## config.mk

```make
export PLATFORM = sky130hd
export DESIGN_NAME = two24_acc_dump
export DESIGN_NICKNAME = d
export VERILOG_FILES = /design/src/rtl/two24_acc_dump_pkg.sv /design/src/rtl/two24_acc_dump_sat_add.sv /design/src/rtl/two24_acc_dump.sv
export SDC_FILE = /design/constraint.sdc
export NUM_CORES = 1
export LEC_CHECK = 0
export BUFFER_PORTS_ARGS = -buffer_cell sky130_fd_sc_hd__buf_2
export CAP_MARGIN = 20
export CORE_ASPECT_RATIO = 2
export CORE_UTILIZATION = 60
export DETAILED_ROUTE_END_ITERATION = 16
export GPL_TIMING_DRIVEN = 0
export PLACE_DENSITY = 0.83
export RECOVER_POWER = 50
export SLEW_MARGIN = 20
export SYNTH_ARGS = -nofsm -noshare
export SYNTH_HDL_FRONTEND = slang
export SYNTH_HIERARCHICAL = 1
export SYNTH_SLANG_ARGS = --single-unit
export TNS_END_PERCENT = 5
```

## constraint.sdc

```tcl
create_clock -name clk_i -period 7.18 [get_ports clk_i]
set_input_delay 1.077 -clock clk_i [delete_from_list [all_inputs] [get_ports clk_i]]
set_output_delay 1.077 -clock clk_i [all_outputs]
set_load 0.01 [all_outputs]
```

## src/rtl/two24_acc_dump_pkg.sv

```systemverilog
// two24_pkg: shared lane width, saturation limits, lane type and the
// accumulator state encoding for the dual 24-bit lane accumulator.
package two24_pkg;

  localparam int LANE_W = 24;
  localparam int NLANES = 2;

  localparam logic [LANE_W-1:0] SAT_MAX = 24'h7FFFFF;
  localparam logic [LANE_W-1:0] SAT_MIN = 24'h800000;

  typedef logic signed [LANE_W-1:0] lane_t;

  typedef enum logic {
    ACCUM = 1'b0,
    HOLD  = 1'b1
  } acc_state_t;

endpackage

```

## src/rtl/two24_acc_dump_sat_add.sv

```systemverilog
// two24_sat_add: combinational single-lane signed 24-bit add.
// Build macro: TWO24_ACC_DUMP_SAT_EN
//   defined   -> result clamps to SAT_MAX / SAT_MIN on overflow, ovf_o flags it
//   undefined -> result wraps modulo 2^24, ovf_o is always 0
// Ports:
//   a_i, b_i : signed lane operands
//   sum_o    : lane result
//   ovf_o    : overflow occurred (saturating build only)
module two24_sat_add
  import two24_pkg::*;
(
  input  lane_t a_i,
  input  lane_t b_i,
  output lane_t sum_o,
  output logic  ovf_o
);

  lane_t raw_s;

  // Lane add with optional clamping on signed overflow.
  always_comb begin
    raw_s = a_i + b_i;
`ifdef TWO24_ACC_DUMP_SAT_EN
    // Overflow only when both operands share a sign the result does not.
    ovf_o = (a_i[LANE_W-1] == b_i[LANE_W-1]) && (raw_s[LANE_W-1] != a_i[LANE_W-1]);
    if (ovf_o) begin
      sum_o = a_i[LANE_W-1] ? SAT_MIN : SAT_MAX;
    end else begin
      sum_o = raw_s;
    end
`else
    ovf_o = 1'b0;
    sum_o = raw_s;
`endif
  end

endmodule

```

## src/rtl/two24_acc_dump.sv

```systemverilog
// two24_acc_dump: accumulates the two signed 24-bit lanes of a 48-bit DSP
// P word over a frame of len+1 samples and dumps both totals through a
// one-deep valid/ready output register.
// Build macro: TWO24_ACC_DUMP_SAT_EN enables per-lane saturation and sat_o.
// Ports:
//   clk_i, rst_i     : clock, synchronous active-high reset
//   len_i            : frame length minus one, sampled at frame start
//   dat_i, valid_i   : input lanes {lane1, lane0} and their valid
//   ready_o          : input can be accepted (low while a dump is pending)
//   dat_o, sat_o     : dumped lane totals and per-lane saturation flags
//   valid_o, ready_i : output handshake
module two24_acc_dump
  import two24_pkg::*;
#(
  parameter int LEN_BITS = 8,
  parameter int LANE_W   = 24
) (
  input  logic                  clk_i,
  input  logic                  rst_i,
  input  logic [LEN_BITS-1:0]   len_i,
  input  logic [2*LANE_W-1:0]   dat_i,
  input  logic                  valid_i,
  output logic                  ready_o,
  output logic [2*LANE_W-1:0]   dat_o,
  output logic [NLANES-1:0]     sat_o,
  output logic                  valid_o,
  input  logic                  ready_i
);

  acc_state_t                       state_q, state_d;
  logic [NLANES-1:0][LANE_W-1:0]    acc_q, acc_d;
  logic [LEN_BITS-1:0]              cnt_q, cnt_d;
  logic [LEN_BITS-1:0]              len_q, len_d;
  logic [2*LANE_W-1:0]              dat_q, dat_d;
  logic                             valid_q, valid_d;
  logic                             ready_q, ready_d;

  logic [NLANES-1:0][LANE_W-1:0]    opa_s;
  logic [NLANES-1:0][LANE_W-1:0]    sum_s;
  logic [NLANES-1:0]                ovf_s;
  logic                             first_s;
  logic                             last_s;
  logic                             accept_s;
  logic                             out_free_s;
  logic [LEN_BITS-1:0]              eff_len_s;

`ifdef TWO24_ACC_DUMP_SAT_EN
  logic [NLANES-1:0]                sat_q, sat_d;
  logic [NLANES-1:0]                sato_q, sato_d;
  logic [NLANES-1:0]                stick_s;
`else
  logic                             ovf_unused_s;
  assign ovf_unused_s = |ovf_s;
`endif

  // A new frame starts from zero, so the first sample ignores the old acc.
  assign first_s    = (cnt_q == {LEN_BITS{1'b0}});
  assign eff_len_s  = first_s ? len_i : len_q;
  assign accept_s   = valid_i && (state_q == ACCUM);
  assign last_s     = (cnt_q == eff_len_s);
  assign out_free_s = !valid_q || ready_i;
  assign opa_s      = first_s ? {(NLANES*LANE_W){1'b0}} : acc_q;

  for (genvar l = 0; l < NLANES; l++) begin : g_lane
    two24_sat_add u_add (
      .a_i   (opa_s[l]),
      .b_i   (dat_i[l*LANE_W +: LANE_W]),
      .sum_o (sum_s[l]),
      .ovf_o (ovf_s[l])
    );
  end

`ifdef TWO24_ACC_DUMP_SAT_EN
  assign stick_s = (first_s ? {NLANES{1'b0}} : sat_q) | ovf_s;
`endif

  // Next-state logic for accumulation, frame end and the output register.
  always_comb begin
    state_d = state_q;
    acc_d   = acc_q;
    cnt_d   = cnt_q;
    len_d   = len_q;
    dat_d   = dat_q;
    // A completed handshake empties the output unless a dump reloads it below.
    valid_d = valid_q && !ready_i;
`ifdef TWO24_ACC_DUMP_SAT_EN
    sat_d   = sat_q;
    sato_d  = sato_q;
`endif
    case (state_q)
      ACCUM: begin
        if (accept_s) begin
          if (first_s) begin
            len_d = len_i;
          end else begin
            len_d = len_q;
          end
          if (last_s) begin
            if (out_free_s) begin
              dat_d   = sum_s;
              valid_d = 1'b1;
              acc_d   = {(NLANES*LANE_W){1'b0}};
              cnt_d   = {LEN_BITS{1'b0}};
`ifdef TWO24_ACC_DUMP_SAT_EN
              sato_d  = stick_s;
              sat_d   = {NLANES{1'b0}};
`endif
            end else begin
              // Output still occupied: park the totals in acc until it frees.
              acc_d   = sum_s;
              state_d = HOLD;
`ifdef TWO24_ACC_DUMP_SAT_EN
              sat_d   = stick_s;
`endif
            end
          end else begin
            acc_d = sum_s;
            cnt_d = cnt_q + LEN_BITS'(1);
`ifdef TWO24_ACC_DUMP_SAT_EN
            sat_d = stick_s;
`endif
          end
        end else begin
          state_d = ACCUM;
        end
      end
      HOLD: begin
        if (out_free_s) begin
          dat_d   = acc_q;
          valid_d = 1'b1;
          acc_d   = {(NLANES*LANE_W){1'b0}};
          cnt_d   = {LEN_BITS{1'b0}};
          state_d = ACCUM;
`ifdef TWO24_ACC_DUMP_SAT_EN
          sato_d  = sat_q;
          sat_d   = {NLANES{1'b0}};
`endif
        end else begin
          state_d = HOLD;
        end
      end
      default: begin
        state_d = ACCUM;
        acc_d   = {(NLANES*LANE_W){1'b0}};
        cnt_d   = {LEN_BITS{1'b0}};
      end
    endcase
    // ready_o mirrors the next state so it is a plain flop output.
    ready_d = (state_d == ACCUM);
  end

  // State registers with synchronous reset.
  always_ff @(posedge clk_i) begin
    if (rst_i) begin
      state_q <= ACCUM;
      acc_q   <= {(NLANES*LANE_W){1'b0}};
      cnt_q   <= {LEN_BITS{1'b0}};
      len_q   <= {LEN_BITS{1'b0}};
      dat_q   <= {(2*LANE_W){1'b0}};
      valid_q <= 1'b0;
      ready_q <= 1'b1;
`ifdef TWO24_ACC_DUMP_SAT_EN
      sat_q   <= {NLANES{1'b0}};
      sato_q  <= {NLANES{1'b0}};
`endif
    end else begin
      state_q <= state_d;
      acc_q   <= acc_d;
      cnt_q   <= cnt_d;
      len_q   <= len_d;
      dat_q   <= dat_d;
      valid_q <= valid_d;
      ready_q <= ready_d;
`ifdef TWO24_ACC_DUMP_SAT_EN
      sat_q   <= sat_d;
      sato_q  <= sato_d;
`endif
    end
  end

  assign dat_o   = dat_q;
  assign valid_o = valid_q;
  assign ready_o = ready_q;
`ifdef TWO24_ACC_DUMP_SAT_EN
  assign sat_o   = sato_q;
`else
  assign sat_o   = 2'b00;
`endif

endmodule

```

# Word level (Yosys, flattened, before mapping)

Cells that the tools add are included.

Eq/ne operators: 5
Add/sub/neg operators: 3
Mux-type cells: 24
Bitwise operators: 2
Reduce and logical (&&, ||, !) cells: 9

Operator list:

| kind                                           | count |
|---|---|
| 2-to-1 mux 48 bit                              | 9 |
| one-hot mux 48 bit (2 select lines)            | 2 |
| adder 24 bit                                   | 2 |
| 2-to-1 mux 8 bit                               | 4 |
| one-hot mux 8 bit (2 select lines)             | 1 |
| adder 8 x 1 -> 8 bit (second input constant)   | 1 |
| equality test 8 bit                            | 1 |
| logical NOT 8 bit                              | 1 |
| 2-to-1 mux 1 bit                               | 6 |
| != test 2 bit (second input constant)          | 3 |
| one-hot mux 1 bit (2 select lines)             | 2 |
| AND reduction 2 bit                            | 2 |
| AND reduction 4 bit                            | 1 |
| logical AND 1 bit                              | 2 |
| logical NOT 1 bit                              | 2 |
| != test 2 x 1 -> 1 bit (second input constant) | 1 |
| NOT 1 bit                                      | 2 |
| logical OR 1 bit                               | 1 |

Word-level logic and storage cells: 51
Input bits: 60
Register bits after elaboration: 115
Output and inout port bits: 52

# Longest topological paths before layout

Depth in word-level cells: 7
Gate-level depth with buffers: 18
Gate-level depth less buffers: 16

# Hierarchy

The synthesis kept the hierarchy.

By module, submodules not included:

| module                           | cells an instance | area an instance (um^2) | instances |
|---|---|---|---|
| two24_acc_dump                   | 541               | 5188.7                  | 1 |
| two24_sat_add at g_lane[0].u_add | 179               | 1270.0                  | 1 |
| two24_sat_add at g_lane[1].u_add | 170               | 1246.2                  | 1 |

# Least setup slack after synthesis

No wires, ideal clock.

Kind: register to register
Start point: register cnt_q[0]
End point: register dat_q[44], in the netlist dat_o[44]
Period minus slack after synthesis: 3976 ps
Required time: 7094 ps
Cell stages (with the launch flop): 19
Setup time: 86 ps
Data arrival time: 3890 ps
Setup slack: 3204 ps
Cells stage by stage: dfxtp_1 -> inv_1 -> ha_1 -> nor4b_1 -> nand2_1 -> clkbuf_1 -> clkbuf_1 -> and2_1 -> ha_1 -> buf_6 -> and3_4 -> a221o_1 -> a31o_1 -> nor2_2 -> or4b_1 -> and3_1 -> nor2_1 -> mux2i_1 -> a211oi_1

RTL lines:

| element                | RTL line              | RTL |
|---|---|---|
| from (decl)            | two24_acc_dump.sv:32  | `logic [LEN_BITS-1:0] cnt_q, cnt_d;` |
| from (signal assigned) | two24_acc_dump.sv:157 | `cnt_q <= {LEN_BITS{1'b0}};` |
| from (signal assigned) | two24_acc_dump.sv:169 | `cnt_q <= cnt_d;` |
| to (signal assigned)   | two24_acc_dump.sv:159 | `dat_q <= {(2*LANE_W){1'b0}};` |
| to (signal assigned)   | two24_acc_dump.sv:171 | `dat_q <= dat_d;` |
| to (decl)              | two24_acc_dump.sv:34  | `logic [2*LANE_W-1:0] dat_q, dat_d;` |

==> key figures <==
Floorplan
  • Die ar.: 13300 µm²
  • Initial Util: 61.2%
  • Die width: 82.0 µm
  • Core box area: 12600 µm²
  • Die Ht: 162 µm
  • Rows: 58
  • # IOs: 112

Global route
  • Pin count of the biggest net entering global routing: 17
  • Total GRT Usage: 33.5%
  • Vias in the first global route: 7399
  • Initial antenna violation count: 1
  • Gr ovfl total: 0
  • First-pass GRT wire length: 34300 µm

Finish
  • Share of cells above drive strength 1: 12.3%
  • Layout area overhead: 16.3%
  • Commonest non-fill, non-tap cell in the layout: dfxtp_1
  • Layout fillers: 1073
  • Final core utilization: 71.1%
  • Fin nets: 1125
  • Multi-input gate area in the final layout: 4980 µm²
  • Most frequent cells in the layout: dfxtp_1, clkbuf_1, a21oi_1
  • Post-route cell area: 8930 µm²
  • Final cell count without fillers: 1179
  • Reg area: 2300 µm²

STA
  • Fin. max-slew vios: 0
  • Relative slew margins: 3.24%
  • Final setup margin: 1.83 ns
  • Maximum clock rate: 187 MHz
  • Actual slew at the worst max-slew pin: 1.43 ns
  • Worst clock skew: 0.00876 ns
  • Unrepaired setup endpoints after global routing: false
  • Final-report setup violation count: 0
  • Final Cycle Share: 74.4%
  • Final Hold Viols: 0
  • Final worst path period need: 5.35 ns
  • Setup TNS: 0 ns

Yosys
  • Synthesized cell area: 7680 µm²
  • Syn avg cell area: 8.67 µm²
  • Yosys warnings: 6
  • Post-synthesis cell count: 886

Placement
  • Dpl ws: 2.06 ns
  • Port Buf Inserts: 109
  • Post-DP Area: 8420 µm²
  • Final GP Congestion: 0.945
  • DPL Wire Length: 16500 µm
  • Post-Place Cells: 1146

Clocking
  • CTS Hold Bufs: 0
  • CTS tree: yes
  • Post-CTS setup buffer count: 0
  • Root buf cell: clkbuf_16
  • Clock Sinks: 115
  • CTS clk-pin slew, worst paths: 0.05 ns
  • Clock buffer depth: 2
  • H-Tree Level Count: 4
  • # resized after CTS: 0
  • CTS Buf Count: 17
  • Clock Latency Late Sink: 0.41 ns

Critical path
  • CP Buf/Inv Count: 3
  • Crit path kind: flip-flop to flip-flop
  • CP Capture Type: flip-flop
  • CP Cell Sequence: inv_1 -> ha_1 -> nor4b_1 -> nand2_1 -> clkbuf_1 -> clkbuf_1 -> and2_1 -> ha_1 -> a21oi_1 -> a31oi_1 -> o41ai_1 -> o21ai_0 -> a21oi_1 -> xnor2_1 -> mux2i_1 -> a211oi_1
  • Critical path fanouts, max: 10
  • Crit path required time: 7.49 ns
  • Slowest CP cell: o41ai_1
  • Worst stage delay on the critical path: 0.99 ns
  • CP delay by family, top: compound AO/OA/AOI/OAI gates
  • Critical Path Start Type: flip-flop
  • CP arrival: 5.65 ns

Run
  • Max-cap violations: 0

Power and ir drop
  • PD cells: 225 nW/µm²
  • Comb pwr share: 21.2%
  • Switching Power: 597 µW
  • Sw Share: 29.7%
  • Pleak: 3.67 nW
  • Peak supply drop: 0.189 mV
  • Sequential power share: 35.5%
  • Internal Power: 1.41 mW
  • Clock power frac: 43.3%

Route
  • Vias per cell: 6.38
  • Residual DRC count: 0
  • Routed WL: 21800 µm
  • Routed WL per cell: 18.5 µm
  • Routed Antenna Nets: 0
  • DRT iter0 DRCs: 499
  • Vias: 7519
  • DRT Pass-1 Iters: 6

Outcome
  • Status: finished clean

Min path
  • Worst Hold Class: flip-flop to flip-flop
[state kept, by name, indices dropped and copies added (netlist names)]
| name | flops |
|---|---|
| acc_q | 48 |
| len_q | 8 |
| state_q | 1 |
| valid_o | 1 |
| dat_o | 48 |
| ready_o | 1 |
| cnt_q | 8 |
[final cells by class]
class | instances | share of cell area [%]
Antenna cell | 1 | 0.0280
Buffer | 69 | 3.61
Clock buffer | 19 | 4.96
Clock inverter | 13 | 1.78
Inverter | 15 | 0.630
Multi-Input combinational cell | 688 | 55.7
Sequential cell | 115 | 25.8
Tap cell | 150 | 2.10
Timing Repair Buffer | 109 | 5.41
[stage by stage]
stage	power (mW)	hold WS [ns]
2_1_floorplan	1.03	0.464
3_3_place_gp	1.13	0.477
3_5_place_dp	1.14	0.483
4_1_cts	2.01	0.502
5_1_grt	2.08	0.520
6_report	2.01	0.501
[metal layers]
layer	track usage, %	up-vias	part of all wire (%)
met5	0	-	0
met4	22.7	0	5.9
met3	7.13	98	5.2
met2	60.7	308	54
met1	32.1	3524	35
li1	-	3589	-
[power by group through the flow]
stage                     Clock, mW  Sequential, mW  Combinational, mW
after floorplan                   0           0.720              0.309
after global placement            0           0.722              0.412
after detailed placement          0           0.723              0.420
after CTS                     0.870           0.711              0.424
after global routing          0.897           0.717              0.465
final                         0.870           0.712              0.425
[worst paths after layout]
kind	startpoint	to	slack (ns)	cells after the start
setup reg to reg	cnt_q[0]$_SDFFE_PP0P_	dat_o[39]$_SDFFE_PP0P_	1.83	16
hold reg to reg	acc_q[17]$_SDFFE_PP0P_	acc_q[17]$_SDFFE_PP0P_	0.50	1
hold / removal	acc_q[17]$_SDFFE_PP0P_	acc_q[17]$_SDFFE_PP0P_	0.50	1
setup / recovery	cnt_q[0]$_SDFFE_PP0P_	dat_o[39]$_SDFFE_PP0P_	1.83	16
No activity file was read; power rests on OpenSTA's default activity.
